`config.mk`:
```
export PLATFORM = sky130hd
export DESIGN_NAME = id_ex_hazard_stage
export DESIGN_NICKNAME = d
export VERILOG_FILES = /design/src/rtl/id_ex_hazard_stage.sv
export SDC_FILE = /design/constraint.sdc
export NUM_CORES = 1
export LEC_CHECK = 0
export CAP_MARGIN = 20
export CORE_MARGIN = 4
export CORE_UTILIZATION = 40
export DETAILED_ROUTE_END_ITERATION = 7
export PLACE_DENSITY = 0.82
export SYNTH_ARGS = -nofsm -noshare
export SYNTH_HDL_FRONTEND = slang
export SYNTH_SLANG_ARGS = --single-unit
```
`constraint.sdc`:
```
create_clock -name clk -period 2.8 [get_ports clk]
set_input_delay 0.56 -clock clk [delete_from_list [all_inputs] [get_ports clk]]
set_output_delay 0.56 -clock clk [all_outputs]
set_load 0.02 [all_outputs]
```
`src/rtl/id_ex_hazard_stage.sv`:
```
// ID/EX pipeline register with load-use hazard detection, branch flush and a
// saturating bubble counter.
module id_ex_hazard_stage #(
   parameter int unsigned DATA_W = 32,
   parameter int unsigned REG_W  = 5,
   parameter int unsigned CNT_W  = 16
) (
   input  logic              clk,
   input  logic              rst_n,
   input  logic              id_valid,
   input  logic [31:0]       id_instr,
   input  logic [DATA_W-1:0] id_pc_plus4,
   input  logic [DATA_W-1:0] id_rs_data,
   input  logic [DATA_W-1:0] id_rt_data,
   input  logic              id_reg_dst,
   input  logic              id_alu_src,
   input  logic              id_mem_to_reg,
   input  logic              id_reg_write,
   input  logic              id_mem_read,
   input  logic              id_mem_write,
   input  logic              id_branch,
   input  logic [1:0]        id_alu_op,
   input  logic              flush,
   output logic              ex_valid,
   output logic              ex_reg_dst,
   output logic              ex_alu_src,
   output logic              ex_mem_to_reg,
   output logic              ex_reg_write,
   output logic              ex_mem_read,
   output logic              ex_mem_write,
   output logic              ex_branch,
   output logic [1:0]        ex_alu_op,
   output logic [DATA_W-1:0] ex_pc_plus4,
   output logic [DATA_W-1:0] ex_rs_data,
   output logic [DATA_W-1:0] ex_rt_data,
   output logic [DATA_W-1:0] ex_imm,
   output logic [REG_W-1:0]  ex_rs,
   output logic [REG_W-1:0]  ex_rt,
   output logic [REG_W-1:0]  ex_rd,
   output logic              stall,
   output logic [CNT_W-1:0]  bubble_cnt
);

   localparam logic [5:0] OP_RTYPE = 6'b000000;
   localparam logic [5:0] OP_SW    = 6'b101011;
   localparam logic [5:0] OP_BEQ   = 6'b000100;
   localparam logic [5:0] OP_ORI   = 6'b001101;

   logic [5:0]        w_opcode;
   logic [REG_W-1:0]  w_rs;
   logic [REG_W-1:0]  w_rt;
   logic [REG_W-1:0]  w_rd;
   logic [15:0]       w_imm16;
   logic [DATA_W-1:0] w_imm_ext;
   logic              w_uses_rt;
   logic              w_hazard;
   logic [8:0]        w_id_ctrl;

   logic              r_valid;
   logic [8:0]        r_ctrl;
   logic [DATA_W-1:0] r_pc_plus4;
   logic [DATA_W-1:0] r_rs_data;
   logic [DATA_W-1:0] r_rt_data;
   logic [DATA_W-1:0] r_imm;
   logic [REG_W-1:0]  r_rs;
   logic [REG_W-1:0]  r_rt;
   logic [REG_W-1:0]  r_rd;
   logic [CNT_W-1:0]  r_bubble_cnt;

   assign w_opcode  = id_instr[31:26];
   assign w_rs      = REG_W'(id_instr[25:21]);
   assign w_rt      = REG_W'(id_instr[20:16]);
   assign w_rd      = REG_W'(id_instr[15:11]);
   assign w_imm16   = id_instr[15:0];
   assign w_uses_rt = (w_opcode == OP_RTYPE) || (w_opcode == OP_SW) || (w_opcode == OP_BEQ);
   assign w_imm_ext = (w_opcode == OP_ORI) ? {{(DATA_W-16){1'b0}}, w_imm16}
                                           : {{(DATA_W-16){w_imm16[15]}}, w_imm16};
   assign w_id_ctrl = {id_reg_dst, id_alu_src, id_mem_to_reg, id_reg_write,
                       id_mem_read, id_mem_write, id_branch, id_alu_op};

   // A bubble clears ex_mem_read, so one load can stall for at most one cycle.
   assign w_hazard = r_valid & r_ctrl[4] & (r_rt != '0) & id_valid & ~flush &
                     ((r_rt == w_rs) | (w_uses_rt & (r_rt == w_rt)));

   always_ff @(posedge clk or negedge rst_n) begin
      if (!rst_n) begin
         r_valid      <= 1'b0;
         r_ctrl       <= '0;
         r_pc_plus4   <= '0;
         r_rs_data    <= '0;
         r_rt_data    <= '0;
         r_imm        <= '0;
         r_rs         <= '0;
         r_rt         <= '0;
         r_rd         <= '0;
         r_bubble_cnt <= '0;
      end else if (flush) begin
         r_valid <= 1'b0;
         r_ctrl  <= '0;
      end else if (w_hazard) begin
         r_valid <= 1'b0;
         r_ctrl  <= '0;
         if (r_bubble_cnt != '1) r_bubble_cnt <= r_bubble_cnt + CNT_W'(1);
      end else begin
         r_valid    <= id_valid;
         r_ctrl     <= id_valid ? w_id_ctrl : 9'd0;
         r_pc_plus4 <= id_pc_plus4;
         r_rs_data  <= id_rs_data;
         r_rt_data  <= id_rt_data;
         r_imm      <= w_imm_ext;
         r_rs       <= w_rs;
         r_rt       <= w_rt;
         r_rd       <= w_rd;
      end
   end

   assign ex_valid      = r_valid;
   assign ex_reg_dst    = r_ctrl[8];
   assign ex_alu_src    = r_ctrl[7];
   assign ex_mem_to_reg = r_ctrl[6];
   assign ex_reg_write  = r_ctrl[5];
   assign ex_mem_read   = r_ctrl[4];
   assign ex_mem_write  = r_ctrl[3];
   assign ex_branch     = r_ctrl[2];
   assign ex_alu_op     = r_ctrl[1:0];
   assign ex_pc_plus4   = r_pc_plus4;
   assign ex_rs_data    = r_rs_data;
   assign ex_rt_data    = r_rt_data;
   assign ex_imm        = r_imm;
   assign ex_rs         = r_rs;
   assign ex_rt         = r_rt;
   assign ex_rd         = r_rd;
   assign stall         = w_hazard;
   assign bubble_cnt    = r_bubble_cnt;

endmodule

```
# After elaboration in Yosys (flattened, before gate mapping)
# Cells that the tools add are included.
classes:
  addsub: 1
  n_eq_ne: 6
  muxes: 6
  bitwise: 9
  n_reduce_logical: 6
ops:
  columns: ["cell", "count"]
  rows:
  - ["$mux 32", 1]
  - ["$mux 9", 3]
  - ["$add 16x1->16 const B", 1]
  - ["$ne 16x16->1 const B", 1]
  - ["$eq 5x5->1", 2]
  - ["$and 1x1->1", 6]
  - ["$eq 6x3->1 const B", 1]
  - ["$eq 6x4->1 const B", 1]
  - ["$eq 6x6->1 const B", 1]
  - ["$logic_not 6->1", 1]
  - ["$reduce_bool 5->1", 1]
  - ["$reduce_and 3->1", 1]
  - ["$logic_or 1x1->1", 2]
  - ["$mux 1", 2]
  - ["$not 1->1", 2]
  - ["$reduce_and 2->1", 1]
  - ["$or 1x1->1", 1]
word_totals:
  register_bits: 169
  out_inout_bits: 170

# Depth between registers and ports, before layout
# Gate-level depths: netlist of the first run.
logic_depth:
  depth_word: 8
  depth_mapped: 8

# Worst setup path after synthesis of the first run
# Ideal clock, no wire load.
synth_timing:
  kind: "input to register"
  from: "input id_instr[26]"
  to: "register r_imm[10], in the netlist ex_imm[10]"
  t_arrival_ps: 2173
  path_slack_ps: 502
  stages: 7
  n_path_buf: 2
  path_cell_list: "or4_1 o31a_1 nand4b_2 nand3b_4 buf_6 buf_6 mux2_4"
synth_via:
  elab_chain_cells: 8
  word_cells_on_any_way: 10
synth_rtl:
  columns: ["item", "line", "rtl"]
  rows:
  - ["from (decl)", "11", "input logic [31:0] id_instr,"]
  - ["$eq 6x6->1 or $logic_not 6->1 (tied branches)", "75", "assign w_uses_rt = (w_opcode == OP_RTYPE) || (w_opcode == OP_SW) || (w_opcode == OP_BEQ);"]
  - ["$logic_or 1x1->1", "75", null]
  - ["$logic_or 1x1->1 *", "75", null]
  - ["$and 1x1->1 *", "83", "((r_rt == w_rs) | (w_uses_rt & (r_rt == w_rt)));"]
  - ["$or 1x1->1 *", "83", null]
  - ["$and 1x1->1 *", "82", "assign w_hazard = r_valid & r_ctrl[4] & (r_rt != '0) & id_valid & ~flush &"]
  - ["$not 1->1 (no source line) *", null, null]
  - ["$reduce_and 2->1 (no source line) *", null, null]
  - ["to (signal assigned)", "110", "r_imm <= w_imm_ext;"]
  - ["to (decl)", "64", "logic [DATA_W-1:0] r_imm;"]
# Every way passes the cells marked *; elsewhere a longest branch is shown, timed or not.
# A chain may end at the register's enable or synchronous reset.

# Worst setup path after layout of the first run
layout_timing:
  from: "input id_instr[27]"
  to: "output stall"
layout_via:
  elab_chain_cells: 6
  word_cells_on_any_way: 8
layout_rtl:
  columns: ["item", "line", "rtl"]
  rows:
  - ["$eq 6x6->1 or $logic_not 6->1 (tied branches)", "75", null]
  - ["$logic_or 1x1->1", "75", null]
  - ["$logic_or 1x1->1 *", "75", null]
  - ["$and 1x1->1 *", "83", null]
  - ["$or 1x1->1 *", "83", null]
  - ["$and 1x1->1 *", "82", null]
  - ["to (decl)", "40", "output logic stall,"]
# Marked as above.

==> flow_summary.ini, run 1 <==
[min_path]
hp-class = primary input to asynchronous set/reset pin

[placed_design]
io_buffers = 310
place_area_um2 = 9589
routabilityCongestion = 0.7860
hpwl_um = 13350
dp_cells = 910

[finish]
fin_util_pct = 66.98
stdcell_area_um2 = 10220
final_nets = 860
syn_to_final_growth_pct = 63.72
drive_gt1_share_pct = 25.44
n_antenna_cell = 0
fin_cells = 942

[global_routing]
track_usage_pct = 19.97
grt_max_degree = 66
grt_overflow = 0
grt_pass1_vias = 4978
grt_pass1_wl_um = 27540
antenna_found_initial = 0

[clock_tree]
clock-sinks = 149
cts_tree = done
ctsResizeCount = 4
cts_setup_buffers = 0
clkTransAtPathRegs_ps = 60
holdBufCountCts = 0
clk_latency_ps = 420
cts_buffer_depth = 2
htreeDepth = 4
cts-root-buf = clkbuf_16
cts_made_buffers = 17

[logic_synthesis]
ys_ff_latch = 149
ys.flop_type = dfrtp_1
seq_area_frac_synth_pct = 59.73
syn_area_per_cell_um2 = 15.61
yosys_warnings = 0
synth_top_area_cell = dfrtp_1
synth_edf_count = 0
ys_types = 33
syn_area_um2 = 6242
synth_top_area_share_pct = 59.73
async_flop_share_pct = 100.0
synth_nets = 542
netlist_instances = 400
netlist_top_cells_area = dfrtp_1 (60%), mux2_4 (14%), mux2_2 (12%)

[critical_path]
crit_buf_inv = 2
cp.arrival_ps = 2120
cp_cell_sequence = clkdlybuf4s50_1 > or4_1 > o31a_1 > nand4b_2 > nand2_1 > buf_4
crit_path_start_kind = primary input
critical_path.max_fanout = 3
end_kind = output pin
crit_type = primary input to output pin
cpMaxStageDelayCell = or4_1
slowest_delay_ps = 520
cp_top_family = simple AND/OR/NAND/NOR gates
worst_ep_required_time_ps = 2240

[power_and_ir_drop]
pwr-share-comb_pct = 21.5
power_frac_seq_pct = 39.5
p_sw_uw = 1567
irDropWorstVdd_mv = 0.4981
power_density_nw_per_um2 = 608.2
leakage_uw = 0.004411
power_uw = 6216
clkPwrFrac_pct = 39.0
switching_share_pct = 25.21
internal-power_uw = 4649

[route]
postRouteAntennaNets = 0
drt-total-wl_um = 17390
vias = 4414
post-route-drc-count = 0
avgViaCountPerCell = 4.686
drt-pass1-iter-count = 4
wl_per_cell_um = 18.46
drtIter0Drc = 75

[timing]
tightest_slew_ps = 540.8
finalMaxSlewViolations = 0
relSlewSlack_pct = 63.95
skew_ps = 10.53
rsz0062_at_grt = false
fmax_ghz = 0.3729
finalHoldViolCount = 0
fin_crit_sh_pct = 95.78
setup_viol = 0
fin_crit_ps = 2682

[floorplanning]
die_w_um = 132.9
pin_count = 311
placementRows = 45
initial_utilization_pct = 40.91
design.die.area_um2 = 17670
fp.dieH_um = 132.9
core_um2 = 15260

[run_status]
status = finished clean

[run]
cap_violations = 0
[state kept, by name, summed over array words and instances (netlist names)]
register,flops
ex_pc_plus4,32
ex_rs_data,32
ex_rt_data,32
ex_imm,17
bubble_cnt,16
r_ctrl,9
ex_rs,5
ex_rt,5
ex_valid,1
[cells by family after synthesis]
family,share of synthesized area [%]
adder cells (fa/ha/maj),0.2004
AO/OA/AOI/OAI,0.9421
buffers and inverters,4.349
XOR/XNOR,3.227
flip-flops,59.73
multiplexers,25.68
AND/OR/NAND/NOR,5.873
[cell usage after synthesis, types with 2 or more instances]
master and count:
nand3_1 9, xor2_1 8, o21ai_0 2, or4_1 2, nor2b_1 2, nor2_1 5, a21oi_1 2, buf_2 7
buf_4 20, mux2_4 58, dfrtp_1 149, and2_1 11, nand4b_1 2, o2111a_1 2, and3_1 5, xnor2_1 15
nand2_1 10, nand4_1 6, buf_6 7, mux2_2 65
[path summary, 6_finish.rpt]
check / from / end / slack, ps / depth (start not counted)
worst min register to register: bubble_cnt[10]$_DFFE_PN0P_ / bubble_cnt[10]$_DFFE_PN0P_ / 500 / 1
min in group clk: bubble_cnt[10]$_DFFE_PN0P_ / bubble_cnt[10]$_DFFE_PN0P_ / 500 / 1
worst max register to register: ex_rt[1]$_DFFE_PN0P_ / ex_rt_data[28]$_DFFE_PN0P_ / 360 / 8
worst max-delay path: id_instr[27] / stall / 120 / 6
worst min-delay path: rst_n / ex_rt_data[22]$_DFFE_PN0P_ / 110 / 1
max in group asynchronous: rst_n / ex_pc_plus4[22]$_DFFE_PN0P_ / 1940 / 2
[metrics by stage]
step	setup WS [ps]	hold WS (ps)	TNS (ps)
3_3_place_gp	-360.0	484.1	-12720
3_5_place_dp	-374.1	481.3	-16750
2_1_floorplan	502.3	264.4	0
6_report	118.2	111.5	0
4_1_cts	75.01	110.0	0
5_1_grt	15.13	132.2	0
[layout by cell type, fill, tap and decap left out, types with 6 or more instances in the layout]
| cell type | count |
|---|---|
| and2_1 | 11 |
| xor2_1 | 8 |
| clkbuf_16 | 17 |
| nand2_1 | 10 |
| buf_4 | 21 |
| nand3_1 | 9 |
| dfrtp_1 | 149 |
| mux2_2 | 65 |
| clkdlybuf4s50_1 | 308 |
| xnor2_1 | 15 |
| nand4_1 | 6 |
| mux2_4 | 58 |
[power by group through the flow]
| stage | sequential (uW) | combinational [uW] | clock, uW |
|---|---|---|---|
| global route | 2480 | 1410 | 2580 |
| floorplan | 2710 | 381 | 0 |
| finish | 2460 | 1340 | 2420 |
| global placement | 2480 | 1330 | 0 |
| detailed placement | 2490 | 1350 | 0 |
| CTS | 2460 | 1360 | 2480 |
[layer usage]
metal	track usage [%]	share of wire [%]	routed length, um	vias up
met4	6.582	2.1	369	0
met2	34.37	51	8932	200
li1	-	-	-	2018
met1	22.15	38	6545	2172
met5	0	0	0	-
met3	8.783	8.9	1540	24
[area by class of cell]
type | count | area [um^2]
multi-input cells | 215 | 2242
well taps | 211 | 264.0
clock inverters | 12 | 176.4
clock buffers | 20 | 456.7
flip-flops and latches | 149 | 3729
repair buffers | 335 | 3352
fillers | 1074 | 5039
(Power assumes the default switching activity.)
==> run 2: changes to the inputs <==
--- a/config.mk
+++ b/config.mk
@@ -6,9 +6,9 @@
 export NUM_CORES = 1
 export LEC_CHECK = 0
 export CAP_MARGIN = 20
-export CORE_MARGIN = 4
 export CORE_UTILIZATION = 40
 export DETAILED_ROUTE_END_ITERATION = 7
+export HOLD_SLACK_MARGIN = 0.05
 export PLACE_DENSITY = 0.82
 export SYNTH_ARGS = -nofsm -noshare
 export SYNTH_HDL_FRONTEND = slang
==> run 2 against run 1 <==
Against the previous run: sequential share of layout area grew 0.39 points; non-clock buffer count decreased by 3; largest cell class unchanged; critical path type unchanged; worst setup slack worse by 2.9 ps; register-to-register slack about the same.
==> flow_summary.ini, run 2 (same netlist as run 1, synthesis figures left out) <==
[route]
avgViaCountPerCell = 4.848
post-route-drc-count = 0
postRouteAntennaNets = 0
vias = 4441
drt-pass1-iter-count = 5
drtIter0Drc = 158
wl_per_cell_um = 17.66
drt-total-wl_um = 16170

[placed_design]
place_area_um2 = 9550
hpwl_um = 12180
io_buffers = 310
routabilityCongestion = 0.7872
place_ws_ps = -401.9

[clock_tree]
cts_tree = done
clk_latency_ps = 420
cts_made_buffers = 17
cts-root-buf = clkbuf_16
cts_buffer_depth = 2
clkTransAtPathRegs_ps = 60
htreeDepth = 4
clock-sinks = 149

[power_and_ir_drop]
irDropWorstVdd_mv = 0.4182
leakage_uw = 0.004366
power_density_nw_per_um2 = 583.5

[run_status]
status = finished clean

[floorplanning]
initial_utilization_pct = 41.06
placementRows = 45
die_w_um = 126.9
design.die.area_um2 = 16110
core_um2 = 15200
pin_count = 311
fp.dieH_um = 126.9

[global_routing]
grt_pass1_vias = 4742
grt.met1_usage_pct = 22.76
grt_max_degree = 64
use_met3_pct = 5.778
grt_overflow = 0
track_usage_pct = 20.51
grt_pass1_wl_um = 25100
antenna_found_initial = 0
gr-usage-met2_pct = 36.81
grt_most_used_layer = met2

[timing]
fin_ws_ps = 115.3
finalMaxSlewViolations = 0
rsz0062_at_grt = false
skew_ps = 7.483
fmax_ghz = 0.3725
finalHoldViolCount = 0
fin_crit_sh_pct = 95.88
tightest_slew_ps = 616.4
setup_viol = 0
relSlewSlack_pct = 58.91
fin_crit_ps = 2685

[finish]
syn_to_final_growth_pct = 62.00
final_nets = 857
layout_common_cells = clkdlybuf4s50_1 (308), dfrtp_1 (149), mux2_2 (65), mux2_4 (58), clkbuf_16 (17)
stdcell_area_um2 = 10110
multiInputGateArea_um2 = 2251
n_antenna_cell = 0
seqCellArea_um2 = 3729
final_common_cell = clkdlybuf4s50_1
fillers = 1067
drive_gt1_share_pct = 25.14

[critical_path]
crit_path_start_kind = primary input
cp.arrival_ps = 2120
worst_ep_required_time_ps = 2240
end_kind = output pin
critical_path.max_fanout = 3
crit_type = primary input to output pin

[run]
cap_violations = 0

[min_path]
hp-class = primary input to asynchronous set/reset pin
==> run 2: cell count changes in the layout (fill, tap and decap cells not counted) <==
cell / before / now
buf_4: 21 / 16
bufinv_16: 4 / 0
nand4b_4: 0 / 1
clkinvlp_4: 2 / 5
clkbuf_8: 2 / 4
clkinv_2: 3 / 2
buf_12: 5 / 6
buf_2: 0 / 1
nand4b_2: 1 / 0
==> run 2: report_power, final <==
group / internal, uW / leakage (uW) / switching [uW]
clock network: 1230 / 0.000261 / 887
registers: 2340 / 0.00180 / 119
logic: 770 / 0.00231 / 557
total: 4340 / 0.00437 / 1560
==> run 2: worst paths after layout <==
path	from	end	slack, ps	cells after the start
max	id_instr[26]	stall	120	6
min	rst_n	ex_rt_data[9]$_DFFE_PN0P_	140	1
max reg2reg	ex_rt[1]$_DFFE_PN0P_	ex_rt_data[19]$_DFFE_PN0P_	360	8
min reg2reg	bubble_cnt[9]$_DFFE_PN0P_	bubble_cnt[9]$_DFFE_PN0P_	500	1
max in group asynchronous	rst_n	ex_rs_data[15]$_DFFE_PN0P_	1930	2
min in group clk	bubble_cnt[9]$_DFFE_PN0P_	bubble_cnt[9]$_DFFE_PN0P_	500	1
==> run 2: what timing repair did <==
action,CTS,global route
gates resized for setup,4,1
hold buffers,0,0
buffers inserted,0,0
endpoints found under the setup margin,1,1
==> run 2: through the flow <==
stage                     util, %  instances  power, uW  hold WS [ps]  TNS, ps
final                       66.52        916       5900         137.5        0
after global routing        66.52        916       6135         186.2        0
after CTS                   66.56        916       5967         154.7        0
after detailed placement    62.82        884       3831         489.8    -7933
after global placement      62.82        884       3795         481.3    -3980
after floorplan                 -        400       3091         264.4        0
==> run 2: area by class of cell <==
| cell class | count | area share (%) |
|---|---|---|
| flip-flops and latches | 149 | 36.87 |
| well taps | 188 | 2.326 |
| clock buffers | 22 | 4.788 |
| clock inverters | 10 | 0.7300 |
| repair buffers | 332 | 33.02 |
| multi-input cells | 215 | 22.26 |
==> run 2: critical path, cell delays in order <==
cell and delay (ps):
clkdlybuf4s50_1 410, or4_1 540, o31a_1 160, nand4b_4 210, nand2_1 80, buf_2 170
==> run 2: layer usage <==
metal	up-vias	share of wire, %
li1	2007	-
met2	200	53
met3	32	6.5
met5	-	0
met1	2202	38
met4	0	2.4
==> run 3: changes to the inputs <==
--- a/config.mk
+++ b/config.mk
@@ -5,8 +5,9 @@
 export SDC_FILE = /design/constraint.sdc
 export NUM_CORES = 1
 export LEC_CHECK = 0
+export ABC_AREA = 1
 export CAP_MARGIN = 20
-export CORE_UTILIZATION = 40
+export CORE_UTILIZATION = 41
 export DETAILED_ROUTE_END_ITERATION = 7
 export HOLD_SLACK_MARGIN = 0.05
 export PLACE_DENSITY = 0.82
==> run 3 against run 2 <==
Against the previous run: synthesized cell count up 97%; count of clock-buffer cells in the layout down 2; clock power up 14%; core utilization up 0.94 points; global-route usage up 5.0 points.
==> flow_summary.ini, run 3 <==
[logic_synthesis]
synth_common_cells = nand2_1 (327), dfrtp_1 (149), nand3_1 (141)
async_flop_share_pct = 100.0
synth_top_area_share_pct = 56.60
seq_area_frac_synth_pct = 56.60
synth_top_area_cell = dfrtp_1
syn_area_per_cell_um2 = 8.360
syn_area_um2 = 6588
yosys_warnings = 0
netlist_instances = 788
synth_most_common_cell = nand2_1
ys_types = 21
netlist_top_cells_area = dfrtp_1 (57%), nand2_1 (19%), nand3_1 (11%)
synth_nets = 930
synth_edf_count = 0
ys.flop_type = dfrtp_1
ys_ff_latch = 149

[timing]
fmax_ghz = 0.3950
relSlewSlack_pct = 61.07
tightest_slew_ps = 583.9
finalHoldViolCount = 0
fin_crit_ps = 2531
fin_crit_sh_pct = 90.41
rsz0062_at_grt = false
setup_viol = 0
finalMaxSlewViolations = 0
skew_ps = 8.647
tns_ps = 0

[power_and_ir_drop]
irDropWorstVdd_mv = 0.4498
power_density_nw_per_um2 = 580.9
power_uw = 6046
leakage_uw = 0.005037

[critical_path]
critical_path.max_fanout = 5
end_kind = output pin
cp.arrival_ps = 1970
crit_buf_inv = 3
timing.rr.end = bubble_cnt[7]$_DFFE_PN0P_
r2r_slack_ps = 990
rr_worst_depth = 11
crit_type = primary input to output pin
worstReg2RegStart = ex_rt[0]$_DFFE_PN0P_
crit_top_cell = nand2_1
crit_start = id_instr[26]
cpMaxStageDelayCell = clkdlybuf4s50_1
cp.depth = 10
crit_path_start_kind = primary input
cp_cell_sequence = clkdlybuf4s50_1 > nand2_1 > nor2_1 > nand2_1 > nand2_1 > nand2_1 > o21ai_4 > nand2_4 > inv_1 > buf_4
slowest_delay_ps = 500
cp_top_family = buffers and inverters
worst_ep_required_time_ps = 2240
endpoint = stall

[floorplanning]
placementRows = 45
pin_count = 311
design.die.area_um2 = 16580
initial_utilization_pct = 42.70
die_w_um = 128.8
core_um2 = 15430
fp.dieH_um = 128.8

[placed_design]
dp_cells = 1262
hpwl_um = 14590
io_buffers = 310
routabilityCongestion = 0.8739

[route]
avgViaCountPerCell = 4.921
drtIter0Drc = 421
drt-pass1-iter-count = 4
wl_per_cell_um = 15.93
drt-total-wl_um = 20590
postRouteAntennaNets = 0
vias = 6363
post-route-drc-count = 0

[clock_tree]
cts_made_buffers = 17
clock-sinks = 149
cts_buffer_depth = 2
htreeDepth = 4
clk_latency_ps = 420
cts-root-buf = clkbuf_16
holdBufCountCts = 0
clkTransAtPathRegs_ps = 60
cts_tree = done
ctsResizeCount = 0
cts_setup_buffers = 0

[global_routing]
grt_overflow = 0
track_usage_pct = 25.54
grt_pass1_wl_um = 32220
grt_max_degree = 70
grt_pass1_vias = 6270
antenna_found_initial = 0

[finish]
fin_util_pct = 67.46
fin_cells = 1293
final_common_cell = nand2_1
syn_to_final_growth_pct = 57.99
layout_common_cells = nand2_1 (327), clkdlybuf4s50_1 (308), dfrtp_1 (149), nand3_1 (141), nor2_1 (33)
n_antenna_cell = 0
final_nets = 1212
drive_gt1_share_pct = 5.176

[run_status]
status = finished clean

[min_path]
hp-class = primary input to asynchronous set/reset pin

[run]
cap_violations = 0
[run 3: cell types whose count changed in the layout (fill, tap and decap cells not counted), sizes merged, moves of 4 or more]
cell    before  now
and3         5    0
xnor2       15    8
bufinv       0    4
nand4        7   22
mux2       123    0
nand3        9  141
nor2         5   33
and2        11    0
nand2       10  329
inv          1   29
[run 3: how the worst min path moves through the flow]
stage / start / to / depth (start not counted)
after floorplan: rst_n / bubble_cnt[0]$_DFFE_PN0P_ / 0
after global placement: ex_rt_data[15]$_DFFE_PN0P_ / ex_rt_data[15]$_DFFE_PN0P_ / 2
after detailed placement: ex_imm[10]$_DFFE_PN0P_ / ex_imm[10]$_DFFE_PN0P_ / 2
after CTS: rst_n / ex_rt_data[1]$_DFFE_PN0P_ / 1
after global routing: rst_n / ex_rt_data[1]$_DFFE_PN0P_ / 1
final: rst_n / ex_rt_data[0]$_DFFE_PN0P_ / 1
[run 3: routing by layer]
metal	part of all wire [%]	track usage [%]
met4	2.9	10.17
met3	8.9	9.896
met5	0	0
met1	39	29.25
met2	50	42.99
[run 3: kinds of logic (layout without fill, tap and decap cells)]
| family | Yosys count | after routing | share of synthesized area [%] |
|---|---|---|---|
| compound gates | 3 | 3 | 0.3989 |
| xor+xnor | 14 | 14 | 1.861 |
| fa+ha+maj | 1 | 1 | 0.1899 |
| buf+inv | 94 | 388 | 7.255 |
| flops | 149 | 149 | 56.60 |
| simple gates | 527 | 527 | 33.69 |
[run 3: layout make-up]
class	instances	area (um^2)
fillers	1254	5020
flip-flops and latches	149	3729
repair buffers	329	3294
multi-input cells	545	2391
clock buffers	20	446.7
well taps	211	264.0
clock inverters	11	175.2
inverters	28	107.6
[run 3: power breakdown]
| part | leakage (uW) | internal [uW] | total (uW) | switching [uW] |
|---|---|---|---|---|
| registers | 0.00186 | 2320 | 2420 | 104 |
| clock network | 0.000297 | 1520 | 2420 | 901 |
| logic | 0.00288 | 603 | 1210 | 604 |
[run 3: through the flow]
step | area (um^2) | worst slack, ps | hold WS [ps]
6_report | 10410 | 268.6 | 117.7
2_1_floorplan | 6588 | 564.9 | 264.4
3_3_place_gp | 9786 | 231.3 | 452.2
5_1_grt | 10410 | 138.2 | 144.2
4_1_cts | 10410 | 232.4 | 127.1
3_5_place_dp | 9786 | 234.7 | 457.6
